$ cat config.mk
export PLATFORM = sky130hd
export DESIGN_NAME = seq_alu
export DESIGN_NICKNAME = d
export VERILOG_FILES = /design/src/rtl/seq_alu.sv
export SDC_FILE = /design/constraint.sdc
export NUM_CORES = 1
export LEC_CHECK = 0
export CORE_ASPECT_RATIO = 0.8
export CORE_MARGIN = 8
export CORE_UTILIZATION = 50
export DETAILED_ROUTE_END_ITERATION = 12
export PLACE_DENSITY = 0.79
export SYNTH_ARGS = -nofsm -noshare
export SYNTH_HDL_FRONTEND = slang
export SYNTH_SLANG_ARGS = --single-unit
$ cat constraint.sdc
create_clock -name CLK -period 4.8 [get_ports CLK]
set_clock_uncertainty 0.2 [all_clocks]
set_input_delay 0.72 -clock CLK [delete_from_list [all_inputs] [get_ports CLK]]
set_output_delay 0.72 -clock CLK [all_outputs]
set_load 0.02 [all_outputs]
$ cat src/rtl/seq_alu.sv
// seq_alu: handshaked ALU; single-cycle ops register in one cycle,
// MULU/DIVU/REMU iterate one bit per cycle (shift-add / restoring division).
module seq_alu #(
  parameter int WIDTH = 32
) (
  input  logic             CLK,
  input  logic             nRST,
  input  logic             in_valid,
  output logic             in_ready,
  input  logic [3:0]       aluop,
  input  logic [WIDTH-1:0] portA,
  input  logic [WIDTH-1:0] portB,
  output logic             out_valid,
  input  logic             out_ready,
  output logic [WIDTH-1:0] portOut,
  output logic             negative,
  output logic             zero,
  output logic             overflow,
  output logic             div0
);
  localparam int SHW = $clog2(WIDTH);
  localparam logic [3:0] MULU = 4'd10, DIVU = 4'd11, REMU = 4'd12;
  typedef enum logic [1:0] {IDLE, BUSY, DONE} state_t;
  state_t           r_state;
  logic [3:0]       r_op;
  logic [SHW-1:0]   r_cnt;
  logic [WIDTH-1:0] r_acc, r_x, r_y;
  logic [WIDTH-1:0] w_sum, w_diff, w_res, w_mul_acc, w_rem, w_q, w_long_res, w_val;
  logic [WIDTH:0]   w_shift, w_trial;
  logic             w_long, w_dz, w_ovf, w_ge, w_start, w_go_busy, w_last, w_load;
  assign w_sum     = portA + portB;
  assign w_diff    = portA - portB;
  assign w_long    = aluop inside {MULU, DIVU, REMU};
  assign w_dz      = (aluop == DIVU || aluop == REMU) && portB == '0;
  assign w_ovf     = aluop == 4'd2 ? (portA[WIDTH-1] == portB[WIDTH-1] && w_sum[WIDTH-1] != portA[WIDTH-1]) :
                     aluop == 4'd3 ? (portA[WIDTH-1] != portB[WIDTH-1] && w_diff[WIDTH-1] != portA[WIDTH-1]) : 1'b0;
  always_comb begin
    w_res = '0;
    case (aluop)
      4'd0:  w_res = portA << portB[SHW-1:0];
      4'd1:  w_res = portA >> portB[SHW-1:0];
      4'd2:  w_res = w_sum;
      4'd3:  w_res = w_diff;
      4'd4:  w_res = portA & portB;
      4'd5:  w_res = portA | portB;
      4'd6:  w_res = portA ^ portB;
      4'd7:  w_res = ~(portA | portB);
      4'd8:  w_res = WIDTH'($signed(portA) < $signed(portB));
      4'd9:  w_res = WIDTH'(portA < portB);
      DIVU:  w_res = '1;
      REMU:  w_res = portA;
      default: w_res = '0;
    endcase
  end
  // r_acc is the product (MULU) or partial remainder (DIVU/REMU); r_x shifts the dividend out and quotient in
  assign w_mul_acc  = r_acc + (r_y[0] ? r_x : '0);
  assign w_shift    = {r_acc, r_x[WIDTH-1]};
  assign w_trial    = w_shift - {1'b0, r_y};
  assign w_ge       = ~w_trial[WIDTH];
  assign w_rem      = w_ge ? w_trial[WIDTH-1:0] : w_shift[WIDTH-1:0];
  assign w_q        = {r_x[WIDTH-2:0], w_ge};
  assign w_long_res = r_op == MULU ? w_mul_acc : r_op == DIVU ? w_q : w_rem;
  assign w_start    = r_state == IDLE && in_valid;
  assign w_go_busy  = w_start && w_long && !w_dz;
  assign w_last     = r_state == BUSY && r_cnt == SHW'(WIDTH - 1);
  assign w_load     = (w_start && !w_go_busy) || w_last;
  assign w_val      = r_state == BUSY ? w_long_res : w_res;
  assign in_ready   = r_state == IDLE;
  assign out_valid  = r_state == DONE;
  always_ff @(posedge CLK or negedge nRST) begin
    if (!nRST) begin
      r_state  <= IDLE;
      r_op     <= '0;
      r_cnt    <= '0;
      r_acc    <= '0;
      r_x      <= '0;
      r_y      <= '0;
      portOut  <= '0;
      negative <= 1'b0;
      zero     <= 1'b1;
      overflow <= 1'b0;
      div0     <= 1'b0;
    end else begin
      if (w_load) begin
        portOut  <= w_val;
        negative <= w_val[WIDTH-1];
        zero     <= w_val == '0;
        overflow <= r_state == IDLE && w_ovf;
        div0     <= r_state == IDLE && w_dz;
      end
      case (r_state)
        IDLE: if (in_valid) begin
          r_op    <= aluop;
          r_cnt   <= '0;
          r_acc   <= '0;
          r_x     <= portA;
          r_y     <= portB;
          r_state <= w_go_busy ? BUSY : DONE;
        end
        BUSY: begin
          r_cnt <= r_cnt + 1'b1;
          r_acc <= r_op == MULU ? w_mul_acc : w_rem;
          r_x   <= r_op == MULU ? r_x << 1 : w_q;
          r_y   <= r_op == MULU ? r_y >> 1 : r_y;
          if (w_last) r_state <= DONE;
        end
        DONE: if (out_ready) r_state <= IDLE;
        default: r_state <= IDLE;
      endcase
    end
  end
endmodule

# After elaboration in Yosys (flattened, before gate mapping)
# Cells that the tools add are included.
# word_totals
output_inout_bits	38
ramBits	0
word_cells	98
rom_bits	0
input_bits	72
reg_bits	143
latch_bits	0
n_memories	0
# classes
n_bitwise	5
addsub	5
n_div	0
n_reduce_logical	24
shifts	2
n_lt_le_gt_ge	2
n_mul	0
eq_ne	25
n_mux	24
# ops
op	count
case mux 32 bit (12 select lines)	1
2-to-1 mux 32 bit	10
case mux 32 bit (2 select lines)	3
adder 32 bit	2
logical NOT 32 bit	2
< comparator 32 bit	2
subtractor 33 x 32 -> 33 bit	1
AND 32 bit	1
inverter 32 bit	1
OR 32 bit	1
left shift 32 x 5 -> 32 bit	1
>> shifter 32 x 5 -> 32 bit	1
subtractor 32 bit	1
XOR 32 bit	1
equality test 4 bit, second input constant	7
equality test 4 x 3 -> 1 bit, second input constant	4
logical AND 1 bit	10
case mux 5 bit (2 select lines)	1
equality test 4 x 2 -> 1 bit, second input constant	2
2-to-1 mux 2 bit	4
inequality test 2 bit, second input constant	3
case mux 2 bit (3 select lines)	1
AND reduction 3 bit	2
adder 5 x 1 -> 5 bit, second input constant	1
other kinds (17)	24

# Longest topological paths before layout
# logic_depth
depth_word	8
ltp_mapped	20
ltp_nobuf	17

# Worst setup path before layout
# OpenSTA, ideal clock, no wires.
# synth_path
kind	input -> register
start	input portB[2]
end	register zero
setup_ns	0.086
required_ns	4.514
path_stages	20
arrival_ns	5.388
n_path_buf	5
path_slack_ns	-0.874
path_cell_list	buf_2 buf_2 inv_1 clkbuf_1 clkbuf_1 ha_1 buf_2 nor2b_1 o221ai_1 a311oi_2 nor3_1 o311a_1 o41a_1 a221oi_2 o221ai_2 or4_1 a2111o_1 nor4_2 nand4_1 o31ai_2
# synth_between
elab_chain_len	7
elab_cells_between_ends	20
cone_classes	2 x add/sub; 2 x order compare; 2 x shift; 2 x mux; 4 x bitwise; 8 x reduce/logical
# synth_lines
element	line	rtl
start, declared	12	input logic [WIDTH-1:0] portB,
parallel branches: the longest is 7 deep, another holds subtractor 32 bit	n/a	
end signal, assigned	80	zero <= 1'b1;
end signal, assigned	87	zero <= w_val == '0;
end, declared	17	output logic zero,
# Several ways; the timed one is not identified.
# A chain may end at the register's enable or synchronous reset.

# Worst setup path after layout
# layout_path
start	input portA[1]
end	register zero
# layout_between
elab_chain_len	5
elab_cells_between_ends	13
cone_classes	2 x add/sub; 2 x order compare; 2 x shift; 2 x mux; 4 x bitwise; 1 x reduce/logical
# layout_lines
element	line	rtl
start, declared	11	input logic [WIDTH-1:0] portA,
parallel branches: the longest is 2 deep, another holds subtractor 32 bit	n/a	
case mux 32 bit (12 select lines) *	39	case (aluop)
2-to-1 mux 32 bit *	67	assign w_val = r_state == BUSY ? w_long_res : w_res;
logical NOT 32 bit *	87	
# Every way passes the cells marked *.

==> flow_results.xml <==
<?xml version="1.0" encoding="UTF-8"?>
<metrics>
  <group name="critical_path">
    <metric name="cp_num_buf_inv" unit="">4</metric>
    <metric name="critical_path_startpoint_category" unit="">input pin</metric>
    <metric name="critPathArrivalTime" unit="ps">5060</metric>
    <metric name="crit_path_max_fanout" unit="">9</metric>
    <metric name="cell_chain_critical_path" unit="">clkdlybuf4s50_1, buf_4, fa_1, nor2b_4, o221ai_4, a31oi_4, buf_4, buf_4, nor4_2, nor2_1, a311o_1, a221oi_1, o211ai_1, a2111o_1, nor4_2, nand4_1, o31ai_2</metric>
    <metric name="timing.critical_path.slowest_stage_cell" unit="">sky130_fd_sc_hd__clkdlybuf4s50_1</metric>
    <metric name="worst_path_dominant_cell_family" unit="">compound AO/OA/AOI/OAI gates</metric>
    <metric name="cp_slowest_stage_delay" unit="ps">470</metric>
    <metric name="crit_top_cell" unit="">sky130_fd_sc_hd__buf_4</metric>
    <metric name="worstSetupPathType" unit="">in -&gt; reg</metric>
    <metric name="worst-endpoint-required" unit="ps">4960</metric>
    <metric name="worstSetupEndpointType" unit="">flop</metric>
  </group>
  <group name="floorplan">
    <metric name="floorplan.rows" unit="">67</metric>
    <metric name="die_w" unit="um">245</metric>
    <metric name="floorplan.initialDensity" unit="">0.504</metric>
    <metric name="design.core.area" unit="mm2">0.0416</metric>
    <metric name="die-height" unit="um">199</metric>
    <metric name="die-area" unit="mm2">0.0488</metric>
    <metric name="io-pin-count" unit="">110</metric>
  </group>
  <group name="power_and_ir_drop">
    <metric name="power.net_switching" unit="mW">4.60</metric>
    <metric name="power_density" unit="mW/mm2">333</metric>
    <metric name="vdd_drop_max" unit="V">0.000353</metric>
    <metric name="power_share_of_the_clock_group" unit="">0.150</metric>
    <metric name="power.internal" unit="mW">4.89</metric>
    <metric name="p_seq_frac" unit="">0.220</metric>
    <metric name="p_comb_frac" unit="">0.629</metric>
    <metric name="leakagePower" unit="nW">13.1</metric>
    <metric name="sw_frac_of_total" unit="">0.485</metric>
  </group>
  <group name="clocking">
    <metric name="cts_tree" unit="">done</metric>
    <metric name="postCtsHoldBufs" unit="">0</metric>
    <metric name="cts.sinks" unit="">142</metric>
    <metric name="clock_insertion_delay_worst_skew" unit="ps">450</metric>
    <metric name="h-tree-depth" unit="">4</metric>
    <metric name="tritoncts.num_buffers" unit="">17</metric>
    <metric name="cts-root-buf" unit="">sky130_fd_sc_hd__clkbuf_16</metric>
    <metric name="cts_max_path_buffers" unit="">2</metric>
    <metric name="clkSlewWorstSetupHoldPaths" unit="ps">70</metric>
  </group>
  <group name="sta">
    <metric name="timing.final.hold_violations" unit="">0</metric>
    <metric name="clock.fmax" unit="GHz">0.204</metric>
    <metric name="holdWs" unit="ps">118</metric>
    <metric name="worst_slew_margin_rel" unit="">0.292</metric>
    <metric name="fin_crit_sh" unit="">1.02</metric>
    <metric name="fin_ws" unit="ps">-96.3</metric>
    <metric name="finalMaxSlewViolations" unit="">0</metric>
    <metric name="worst-slew-pin-transition" unit="ps">1060</metric>
    <metric name="final_period_minus_worst_setup_slack" unit="ps">4900</metric>
    <metric name="unrepaired_setup_endpoints_after_global_routing" unit="">true</metric>
    <metric name="report.final.setup_viol" unit="">1</metric>
  </group>
  <group name="route">
    <metric name="drc" unit="">0</metric>
    <metric name="drt-pass1-iter-count" unit="">7</metric>
    <metric name="detail_route.wirelength" unit="um">112000</metric>
    <metric name="route.vias.total" unit="">27600</metric>
    <metric name="post_drt_via_cell_ratio" unit="">6.76</metric>
    <metric name="final_antenna_net_count" unit="">0</metric>
    <metric name="wl_per_cell" unit="um">27.5</metric>
    <metric name="drtIter0Drc" unit="">4538</metric>
  </group>
  <group name="yosys">
    <metric name="synth_async_sr_flop_share" unit="">1.00</metric>
    <metric name="synth_seq_area_share" unit="">0.170</metric>
    <metric name="synthCells" unit="">2897</metric>
    <metric name="yosys_register_bits" unit="">142</metric>
    <metric name="synth.avg_cell_area" unit="um2">7.23</metric>
    <metric name="number_of_enable_flip_flop_cells_after_synthesis" unit="">0</metric>
    <metric name="yosysWarnings" unit="">0</metric>
    <metric name="synthFlopType" unit="">sky130_fd_sc_hd__dfrtp_1</metric>
    <metric name="yosysUniqueCellTypes" unit="">100</metric>
    <metric name="synthesis.nets" unit="">3143</metric>
    <metric name="synth_area" unit="mm2">0.0210</metric>
  </group>
  <group name="layout">
    <metric name="layout.nets" unit="">3764</metric>
    <metric name="syn_to_final_growth" unit="%">35.8</metric>
    <metric name="post_route_cells_drive_above_1_share" unit="">0.264</metric>
    <metric name="stdcell_area" unit="mm2">0.0285</metric>
  </group>
  <group name="run_status">
    <metric name="outcome" unit="">finished, violations left</metric>
    <metric name="failed_checks" unit="">negative setup slack</metric>
  </group>
  <group name="global_route">
    <metric name="grt_first_pass_wirelength" unit="um">164000</metric>
    <metric name="grt.busiest_layer" unit="">met2</metric>
    <metric name="number_of_antenna_violations_at_the_first_check_in_global_routing" unit="">3</metric>
    <metric name="vias_in_the_first_global_route" unit="">25900</metric>
    <metric name="globalRouteTotalUtil" unit="">0.442</metric>
    <metric name="grt_remaining_overflow" unit="">0</metric>
    <metric name="global_route.usage.met3" unit="">0.174</metric>
    <metric name="grt_max_degree" unit="">83</metric>
    <metric name="groute.layer.met1.usage" unit="">0.591</metric>
    <metric name="global_route.usage.met2" unit="">0.630</metric>
  </group>
  <group name="placed_design">
    <metric name="post-dp-hpwl" unit="um">91100</metric>
    <metric name="io_buffer_count" unit="">109</metric>
    <metric name="place_congestion" unit="">1.19</metric>
    <metric name="placement.cell_area" unit="mm2">0.0273</metric>
  </group>
  <group name="job">
    <metric name="max_cap_violations" unit="">0</metric>
  </group>
  <group name="min_path">
    <metric name="hold_path_class" unit="">in -&gt; async</metric>
  </group>
</metrics>
==> layout by cell type, fill, tap and decap left out, types with 25 or more instances in the layout <==
cell type / Yosys / layout
sky130_fd_sc_hd__xnor2_1: 54 / 54
sky130_fd_sc_hd__and2_1: 44 / 42
sky130_fd_sc_hd__a21oi_1: 254 / 249
sky130_fd_sc_hd__nor3_1: 41 / 38
sky130_fd_sc_hd__nand3_1: 70 / 70
sky130_fd_sc_hd__mux2i_1: 93 / 93
sky130_fd_sc_hd__a211oi_1: 81 / 78
sky130_fd_sc_hd__o211ai_1: 43 / 43
sky130_fd_sc_hd__xor2_1: 30 / 29
sky130_fd_sc_hd__ha_1: 170 / 159
sky130_fd_sc_hd__o22ai_1: 25 / 25
sky130_fd_sc_hd__nand2_1: 349 / 347
sky130_fd_sc_hd__a21o_1: 44 / 44
sky130_fd_sc_hd__dfrtp_1: 141 / 141
sky130_fd_sc_hd__nor2_1: 315 / 306
sky130_fd_sc_hd__mux4_2: 33 / 33
sky130_fd_sc_hd__o21ai_0: 170 / 165
sky130_fd_sc_hd__a31oi_1: 78 / 77
sky130_fd_sc_hd__nand4_1: 27 / 27
sky130_fd_sc_hd__inv_1: 143 / 132
sky130_fd_sc_hd__clkdlybuf4s50_1: 0 / 90
sky130_fd_sc_hd__mux2_2: 30 / 31
sky130_fd_sc_hd__buf_4: 1 / 705
==> routing by layer <==
metal | routed length [um] | vias to the layer above | share of wire
li1 | - | 11900 | -
met1 | 44400 | 13000 | 0.40
met4 | 5710 | 6 | 0.051
met2 | 44300 | 2270 | 0.39
met3 | 17600 | 399 | 0.16
met5 | 207 | - | 0.0018
==> what timing repair did <==
item	in CTS	in global routing
setup endpoints to repair	4	5
buffers inserted	16	1
hold endpoints to repair	0	0
gates resized for setup	80	22
pin swaps	31	12
==> cell usage after synthesis, types with 33 or more instances <==
cell	instances	area, um2
sky130_fd_sc_hd__a21oi_1	254	1270
sky130_fd_sc_hd__ha_1	170	2130
sky130_fd_sc_hd__o211ai_1	43	323
sky130_fd_sc_hd__a31oi_1	78	488
sky130_fd_sc_hd__o21ai_0	170	851
sky130_fd_sc_hd__mux4_2	33	743
sky130_fd_sc_hd__a21o_1	44	330
sky130_fd_sc_hd__inv_1	143	537
sky130_fd_sc_hd__nand2_1	349	1310
sky130_fd_sc_hd__nor3_1	41	205
sky130_fd_sc_hd__xnor2_1	54	473
sky130_fd_sc_hd__mux2i_1	93	931
sky130_fd_sc_hd__a211oi_1	81	608
sky130_fd_sc_hd__nand3_1	70	350
sky130_fd_sc_hd__and2_1	44	275
sky130_fd_sc_hd__dfrtp_1	141	3530
sky130_fd_sc_hd__nor2_1	315	1180
sky130_fd_sc_hd__clkbuf_1	176	661
==> power groups by stage <==
stage | clock network [mW] | logic, mW | registers (mW)
after global placement | 0 | 5.47 | 2.05
after floorplan | 0 | 3.01 | 2.09
after detailed placement | 0 | 5.60 | 2.07
after global routing | 1.48 | 6.28 | 2.13
final | 1.43 | 5.97 | 2.09
after CTS | 1.42 | 5.71 | 2.06
==> through the flow <==
stage	power [mW]	worst slack, ps	TNS [ps]	cells	utilization
after CTS	9.19	-43.7	-43.7	4082	0.682
after global routing	9.89	-209	-225	4083	0.684
after floorplan	5.10	18.8	0	2897	-
after detailed placement	7.67	-975	-3920	4034	0.657
final	9.49	-96.3	-96.3	4084	0.684
after global placement	7.51	-906	-3360	4034	0.657
==> logic make-up after synthesis <==
| kind of cell | after synthesis | share of synthesized area |
|---|---|---|
| muxes | 164 | 0.100 |
| adders and majority gates | 174 | 0.105 |
| AOI/OAI and AO/OA | 990 | 0.314 |
| xor gates and xnor gates | 84 | 0.0351 |
| buffers and inverters | 374 | 0.0687 |
| and+or+nand+nor | 969 | 0.207 |
| DFF | 142 | 0.170 |
==> worst paths after layout <==
path	start	to	slack (ps)	cells after the start
min in group CLK	r_op[1]	r_op[1]	290	2
worst min-delay path	nRST	r_cnt[2]	120	1
worst max-delay path	portA[1]	zero	-100	17
worst max register to register	r_x[31]	zero	-80	18
max in group asynchronous	nRST	r_x[15]	3200	2
worst min register to register	r_op[1]	r_op[1]	290	2
==> worst reg2reg max path, cell delays in order, from the launching register on <==
cell and delay [ps]:
sky130_fd_sc_hd__dfrtp_1 390, sky130_fd_sc_hd__inv_1 90, sky130_fd_sc_hd__ha_2 220, sky130_fd_sc_hd__inv_1 60, sky130_fd_sc_hd__fa_2 360, sky130_fd_sc_hd__a211oi_2 230
sky130_fd_sc_hd__o21ai_2 130, sky130_fd_sc_hd__a31oi_4 190, sky130_fd_sc_hd__o21ai_1 130, sky130_fd_sc_hd__a2111o_1 430, sky130_fd_sc_hd__and2_4 210, sky130_fd_sc_hd__buf_12 130
sky130_fd_sc_hd__mux2_1 370, sky130_fd_sc_hd__a211o_1 330, sky130_fd_sc_hd__nor4_2 300, sky130_fd_sc_hd__nand4b_1 300, sky130_fd_sc_hd__nor4_2 400, sky130_fd_sc_hd__nand4_1 150
sky130_fd_sc_hd__o31ai_2 190
==> registers in the layout, indices dropped and copies added, names as in the netlist <==
signal / cells
portOut: 32
r_acc: 32
r_x: 32
r_y: 32
r_cnt: 5
r_op: 4
r_state: 2
div0: 1
overflow: 1
zero: 1
==> final cells by class <==
type                            count  area, um2
Clock buffer                       19        453
Inverter                          151        569
Antenna cell                        1       2.50
Multi-Input combinational cell   2381      16400
Fill cell                        3598      13100
Sequential cell                   142       3550
Timing Repair Buffer              825       6570
Tap cell                          552        691
Clock inverter                     13        171
(Power assumes the default switching activity.)
